## src/rtl/frog_game_ctrl.sv

```systemverilog
// Purpose : frame-synchronous frog game sequencer (position, lives, score, PLAY/SCAN/HIT/WIN/OVER).
// Latency : moves commit 1 clk after a button edge; collision scan takes 16 clk, HIT is visible <= 17 clk after frame_tick.
// Backpressure: none; edges during SCAN are held in a 1-deep pending slot, edges in HIT/WIN are dropped.
module frog_game_ctrl #(
   parameter int GRID_COLS     = 20,
   parameter int GRID_ROWS     = 15,
   parameter int START_COL     = 9,
   parameter int MOVE_COOLDOWN = 4,
   parameter int HIT_FRAMES    = 60,
   parameter int WIN_FRAMES    = 30
) (
   input  logic        clk,
   input  logic        rst,
   input  logic        frame_tick,
   input  logic        btn_up,
   input  logic        btn_down,
   input  logic        btn_left,
   input  logic        btn_right,
   input  logic [79:0] car_x_flat,
   input  logic [63:0] car_y_flat,
   output logic [4:0]  frog_col,
   output logic [3:0]  frog_row,
   output logic [1:0]  lives,
   output logic [7:0]  score,
   output logic        hit_flash,
   output logic        game_over,
   output logic        win_pulse
);

   typedef enum logic [2:0] {S_PLAY, S_SCAN, S_HIT, S_WIN, S_OVER} state_t;

   localparam logic [1:0] D_UP    = 2'd0;
   localparam logic [1:0] D_DOWN  = 2'd1;
   localparam logic [1:0] D_LEFT  = 2'd2;
   localparam logic [1:0] D_RIGHT = 2'd3;

   localparam logic [4:0] COL_START = 5'(START_COL);
   localparam logic [3:0] ROW_START = 4'(GRID_ROWS - 1);
   localparam logic [4:0] COL_MAX   = 5'(GRID_COLS - 1);
   localparam logic [3:0] ROW_MAX   = 4'(GRID_ROWS - 1);
   localparam logic [7:0] CD_LOAD   = 8'(MOVE_COOLDOWN);
   localparam logic [7:0] HIT_LAST  = 8'(HIT_FRAMES - 1);
   localparam logic [7:0] WIN_LAST  = 8'(WIN_FRAMES - 1);

   state_t      state;
   logic [3:0]  btn_q;
   logic [7:0]  cooldown;
   logic [7:0]  frm_cnt;
   logic [3:0]  idx;
   logic        pend_vld;
   logic [1:0]  pend_dir;

   logic        req_vld;
   logic [1:0]  req_dir;
   logic        act_vld;
   logic [1:0]  act_dir;
   logic        move_ok;
   logic [4:0]  nxt_col;
   logic [3:0]  nxt_row;
   logic [6:0]  x_base;
   logic [5:0]  y_base;
   logic [4:0]  car_x;
   logic [3:0]  car_y;
   logic        car_hit;

   // Rising-edge detection with fixed priority up > down > left > right.
   always_comb begin
      req_vld = 1'b1;
      req_dir = D_UP;
      if (btn_up && !btn_q[0])
         req_dir = D_UP;
      else if (btn_down && !btn_q[1])
         req_dir = D_DOWN;
      else if (btn_left && !btn_q[2])
         req_dir = D_LEFT;
      else if (btn_right && !btn_q[3])
         req_dir = D_RIGHT;
      else
         req_vld = 1'b0;
   end

   // Next frog position: a fresh edge beats the pending slot, moves clamp at the grid edges.
   always_comb begin
      act_vld = req_vld || pend_vld;
      act_dir = req_vld ? req_dir : pend_dir;
      move_ok = (state == S_PLAY) && act_vld && (cooldown == 8'd0);
      nxt_col = frog_col;
      nxt_row = frog_row;
      if (move_ok) begin
         case (act_dir)
            D_UP:    nxt_row = (frog_row == 4'd0)    ? frog_row : frog_row - 4'd1;
            D_DOWN:  nxt_row = (frog_row >= ROW_MAX) ? frog_row : frog_row + 4'd1;
            D_LEFT:  nxt_col = (frog_col == 5'd0)    ? frog_col : frog_col - 5'd1;
            default: nxt_col = (frog_col >= COL_MAX) ? frog_col : frog_col + 5'd1;
         endcase
      end
   end

   // Select the car under test this scan cycle and compare it with the frog.
   always_comb begin
      x_base  = 7'(idx) * 7'd5;
      y_base  = {idx, 2'b00};
      car_x   = car_x_flat[x_base +: 5];
      car_y   = car_y_flat[y_base +: 4];
      car_hit = (car_x == frog_col) && (car_y == frog_row);
   end

   // Game sequencer: state, position, lives, score and registered status outputs.
   always_ff @(posedge clk) begin
      if (rst) begin
         state     <= S_PLAY;
         btn_q     <= 4'd0;
         frog_col  <= COL_START;
         frog_row  <= ROW_START;
         lives     <= 2'd3;
         score     <= 8'd0;
         cooldown  <= 8'd0;
         frm_cnt   <= 8'd0;
         idx       <= 4'd0;
         pend_vld  <= 1'b0;
         pend_dir  <= D_UP;
         hit_flash <= 1'b0;
         game_over <= 1'b0;
         win_pulse <= 1'b0;
      end else begin
         btn_q     <= {btn_right, btn_left, btn_down, btn_up};
         win_pulse <= 1'b0;
         case (state)
            S_PLAY: begin
               pend_vld <= 1'b0;
               frog_col <= nxt_col;
               frog_row <= nxt_row;
               if (move_ok)
                  cooldown <= CD_LOAD;
               else if (frame_tick && cooldown != 8'd0)
                  cooldown <= cooldown - 8'd1;
               if (frame_tick) begin
                  if (nxt_row == 4'd0) begin
                     state     <= S_WIN;
                     score     <= (score == 8'hFF) ? score : score + 8'd1;
                     win_pulse <= 1'b1;
                     frog_col  <= COL_START;
                     frog_row  <= ROW_START;
                     frm_cnt   <= 8'd0;
                  end else begin
                     state <= S_SCAN;
                     idx   <= 4'd0;
                  end
               end
            end
            S_SCAN: begin
               if (req_vld) begin
                  pend_vld <= 1'b1;
                  pend_dir <= req_dir;
               end
               if (car_hit) begin
                  pend_vld <= 1'b0;
                  frog_col <= COL_START;
                  frog_row <= ROW_START;
                  frm_cnt  <= 8'd0;
                  if (lives <= 2'd1) begin
                     lives     <= 2'd0;
                     state     <= S_OVER;
                     game_over <= 1'b1;
                  end else begin
                     lives     <= lives - 2'd1;
                     state     <= S_HIT;
                     hit_flash <= 1'b1;
                  end
               end else if (idx == 4'd15) begin
                  state <= S_PLAY;
               end else begin
                  idx <= idx + 4'd1;
               end
            end
            S_HIT: begin
               if (frame_tick) begin
                  if (frm_cnt == HIT_LAST) begin
                     state     <= S_PLAY;
                     hit_flash <= 1'b0;
                  end else begin
                     frm_cnt <= frm_cnt + 8'd1;
                  end
               end
            end
            S_WIN: begin
               if (frame_tick) begin
                  if (frm_cnt == WIN_LAST)
                     state <= S_PLAY;
                  else
                     frm_cnt <= frm_cnt + 8'd1;
               end
            end
            S_OVER: begin
               frog_col <= COL_START;
               frog_row <= ROW_START;
               if (req_vld) begin
                  lives     <= 2'd3;
                  score     <= 8'd0;
                  cooldown  <= 8'd0;
                  pend_vld  <= 1'b0;
                  game_over <= 1'b0;
                  state     <= S_PLAY;
               end
            end
            default: state <= S_PLAY;
         endcase
      end
   end

endmodule

```

## config.mk

```make
export PLATFORM = sky130hd
export DESIGN_NAME = frog_game_ctrl
export DESIGN_NICKNAME = d
export VERILOG_FILES = /design/src/rtl/frog_game_ctrl.sv
export SDC_FILE = /design/constraint.sdc
export NUM_CORES = 1
export LEC_CHECK = 0
export CAP_MARGIN = 40
export CORE_UTILIZATION = 41
export CTS_CLUSTER_SIZE = 30
export DETAILED_ROUTE_END_ITERATION = 16
export HOLD_SLACK_MARGIN = 0.02
export PLACE_DENSITY = 0.81
export RECOVER_POWER = 50
export SYNTH_ARGS = -nofsm -noshare
export SYNTH_HDL_FRONTEND = slang
export SYNTH_SLANG_ARGS = --single-unit
```

## constraint.sdc

```tcl
create_clock -name clk -period 3 [get_ports clk]
set_input_delay 0.6 -clock clk [delete_from_list [all_inputs] [get_ports clk]]
set_output_delay 0.6 -clock clk [all_outputs]
set_load 0.005 [all_outputs]
```

==> metrics.md <==
| Metric | Value |
|---|---|
| Outcome | finished clean |
| Synth Area in Simple Gates | roughly a quarter |
| Clk buf depth | 2 |
| Worst skew pair latency | ~310 ps |
| Post-DP HPWL | about 11 mm |
| Total track usage | between 20% and 30% |
| PD cells | 401 nW/um^2 |
| Yosys warns | 0 |
| Critical-path cell list | clkdlybuf4s50_1, nor2b_4, or4_4, buf_6, o211ai_4, o21ai_2, nor4_4, buf_4, nand4b_1, a31o_4, and3_4 |
| Netlist Area Pre-Place | about 4500 sq um |
| Routed len/inst | ~18 microns |
| Setup CP Type | input port to flop |
| Fin util | 67.4% |
| Layout net count | 885 |
| Adder-Cell Fraction of Synth Area | ~2.8% |
| Placed cells | roughly 840 |
| Setup crit start kind | input port |
| Multiplexer area fraction after synthesis | 21.5% |
| # setup viols final | 0 |
| RD Place Congestion | 0.868 |
| Fmax | about 330 MHz |
| Net Count, Synth | a little under 700 |
| Synth Area per Inst | 8.67 sq um |
| Crit-path max FO | 8 |
| Min Tclk post-route | roughly 3000 ps |
| Most common cell after layout, fill and taps aside | clkdlybuf4s50_1 |
| Die height | approximately 110 microns |
| Critical Path RT | 3220 ps |
| Top-area cell type share of the netlist area | 23.2% |
| Worst-path clk slew | around 100 ps |
| Largest family of logic cells by synthesized area | simple AND/OR/NAND/NOR gates |
| XOR/XNOR Fraction of Synth Area | 3.70% |
| Ant. Diodes | 0 |
| Peak VDD IR | approximately 310 uV |
| CTS tree | done |
| DRT Wirelength | 15.3 mm |
| Compound-Gate Fraction of Synth Area | 18.6% |
| Die area | 11,400 sq um |
| Port-buffer cells | ~170 |
| GR Overflow Total | 0 |
| WHS Path Cells | 2 |
| Slowest cell on the critical path | or4_4 |
| Final hold viol count | 0 |
| Share of cells above drive strength 1 | between 10% and 20% |
| DR iter-0 viols | a little under 300 |
| DR vias | about 5,000 |
| Max Slew Vio Count | 0 |
| FP Rows | 37 |
| Slew margin rel. | 63.7% |
| DR pass1 iterations | 5 |
| Hold Path Class | flop to flop |
| Leakage | approximately 2.8 nW |
| Synth area leaders | dfxtp_1 23%, mux4_2 11%, mux2i_1 8.7% |
| Critical path data arrival time | 3210 ps |
| Top Ports | about 170 |
| Worst R2R Setup Slack | 60 ps |
| Root cell of the clock tree | clkbuf_8 |
| Vias per cell | approximately 5.8 |
| Worst r2r src | idx[2] |
| Num CTS Buffers | 5 |
| Post-route cell area | around 7000 sq um |
| Placement Cell Area | 6560 sq um |
| Clock Skew | 11.6 ps |
| Worst Hold End | game_over |
| Post-synthesis sequential area ratio | a little under a quarter |
| Post-synthesis cell type count | just over 70 |
| Crit-path max cell delay | 430 ps |
| Clock sink count | 52 |
| Period utilization | roughly 100% |
| Number of global-route vias before repair | a little over 5,000 |
| Crit end category | flop |
| Most frequent cells in the layout | 135 x clkdlybuf4s50_1, 53 x nor2_1, 52 x buf_4, 49 x dfxtp_1, 36 x mux2i_1 |
| DRC Markers | 0 |
| Path depth of the worst reg2reg path | 8 |
| Synth-to-Final Area Change | 56.9% |
| Dominant cell type by area after synthesis | dfxtp_1 |
| Post-CTS Hold Fix Bufs | 0 |
| FF+latch count, synth | 52 |
| Top FF cell, synth | dfxtp_1 |
| Fin cells | 860 |
| Post-synth EDFFs | 0 |
| First-pass GRT wire length | 23.8 mm |
| Crit Reg-Reg Endpoint | frog_col[4] |
| Antenna Violating Nets Remaining | 0 |
| Least-Margin Pin Slew | 539 ps |
| Largest net degree at the start of global routing | 39 |
| Cells after Synth | slightly above 500 |
| Initial antenna violation count | 0 |
| Hold Startpoint | game_over |
| Ys async rst share | 0% |
| Initial Utilization | approximately 43% |
| Max Cap Viol | 0 |
| Core area | 10,500 sq um |
| # H-tree levels | 2 |
| DIE WIDTH | between 100 and 150 microns |
| Fill cell count | just over 800 |
-- flip-flops by register name, indices dropped and copies added (netlist names) --
signal and count:
cooldown 8, frm_cnt 8, score 8, frog_col 5, btn_q 4, frog_row 4
idx 4, state 3, lives 2, pend_dir 2, game_over 1, hit_flash 1
pend_vld 1, win_pulse 1
-- layer usage --
| layer | up-vias | GRT usage (%) | share of wire [%] |
|---|---|---|---|
| met4 | 0 | 9.30 | 2.5 |
| met2 | 253 | 48.2 | 53 |
| met5 | - | 0 | 0 |
| met3 | 37 | 4.86 | 6.9 |
| li1 | 2357 | - | - |
| met1 | 2366 | 28.5 | 38 |
-- critical path: cells and delay by family --
family	cells	cell delay (ps)
AOI/OAI and AO/OA	3	640
buffers and inverters	3	750
and+or+nand+nor	5	1210
-- final cells by class --
type | instances | area [sq um] | area share [%]
repair buffers | 233 | 2330 | 33.0
clock buffers | 5 | 68.8 | 0.976
well taps | 136 | 170 | 2.41
inverters | 17 | 63.8 | 0.905
clock inverters | 2 | 12.5 | 0.178
multi-input cells | 415 | 3360 | 47.6
flip-flops and latches | 52 | 1050 | 14.9
-- cell usage after synthesis (3+ instances only) --
cell type	n
a21oi_1	30
dfxtp_1	52
a211oi_1	4
inv_1	17
buf_6	6
nand3_1	14
nor2b_1	13
and3_1	13
o21a_1	4
nor2_1	54
nand2_1	30
xnor2_1	14
nand2b_1	5
ha_1	10
and2_1	8
buf_2	9
clkbuf_1	15
xor2_1	5
nor3_1	11
buf_1	3
mux4_2	22
mux2i_1	39
nor4_1	9
nand4b_1	7
or3b_2	3
and4_1	3
o31ai_1	11
o22ai_1	4
mux4_1	3
a22oi_1	13
or3_1	10
o21ai_0	26
-- how the worst max path moves through the flow --
stage | slack [ps] | to | start
global route | -60 | score[5] | btn_right
global placement | -420 | frm_cnt[1] | btn_up
floorplan | 60 | score[4] | btn_down
finish | 6 | frog_col[4] | btn_right
CTS | 2 | frm_cnt[7] | car_x_flat[52]
detailed placement | -490 | frm_cnt[7] | btn_up
-- what timing repair did --
action,CTS,global route
pin swaps,8,13
endpoints found under the setup margin,24,36
gates resized for setup,14,66
gates cloned,0,1
setup buffers,3,11
-- logic make-up after synthesis --
kind of cell	after synthesis
multiplexers	64
buffers and inverters	51
AND/OR/NAND/NOR	199
AO/OA/AOI/OAI	123
flip-flops	52
adder cells (fa/ha/maj)	10
XOR/XNOR	19
-- metrics by stage --
stage	TNS (ps)	total power, mW	setup WS [ps]	hold slack, ps
2_1_floorplan	0	1.66	57.3	452
3_3_place_gp	-9580	2.19	-421	454
3_5_place_dp	-13040	2.25	-495	474
4_1_cts	0	2.70	1.77	495
5_1_grt	-476	3.00	-62.6	535
6_report	0	2.83	6.10	482
-- power by group --
| part | total [mW] | internal, mW | leakage, nW | switching (mW) |
|---|---|---|---|---|
| Combinational | 1.55 | 0.806 | 2.31 | 0.748 |
| Clock | 0.402 | 0.159 | 0.0400 | 0.243 |
| Sequential | 0.872 | 0.764 | 0.425 | 0.108 |
| Total | 2.83 | 1.73 | 2.78 | 1.10 |
Power figures use the tool's default switching activity.
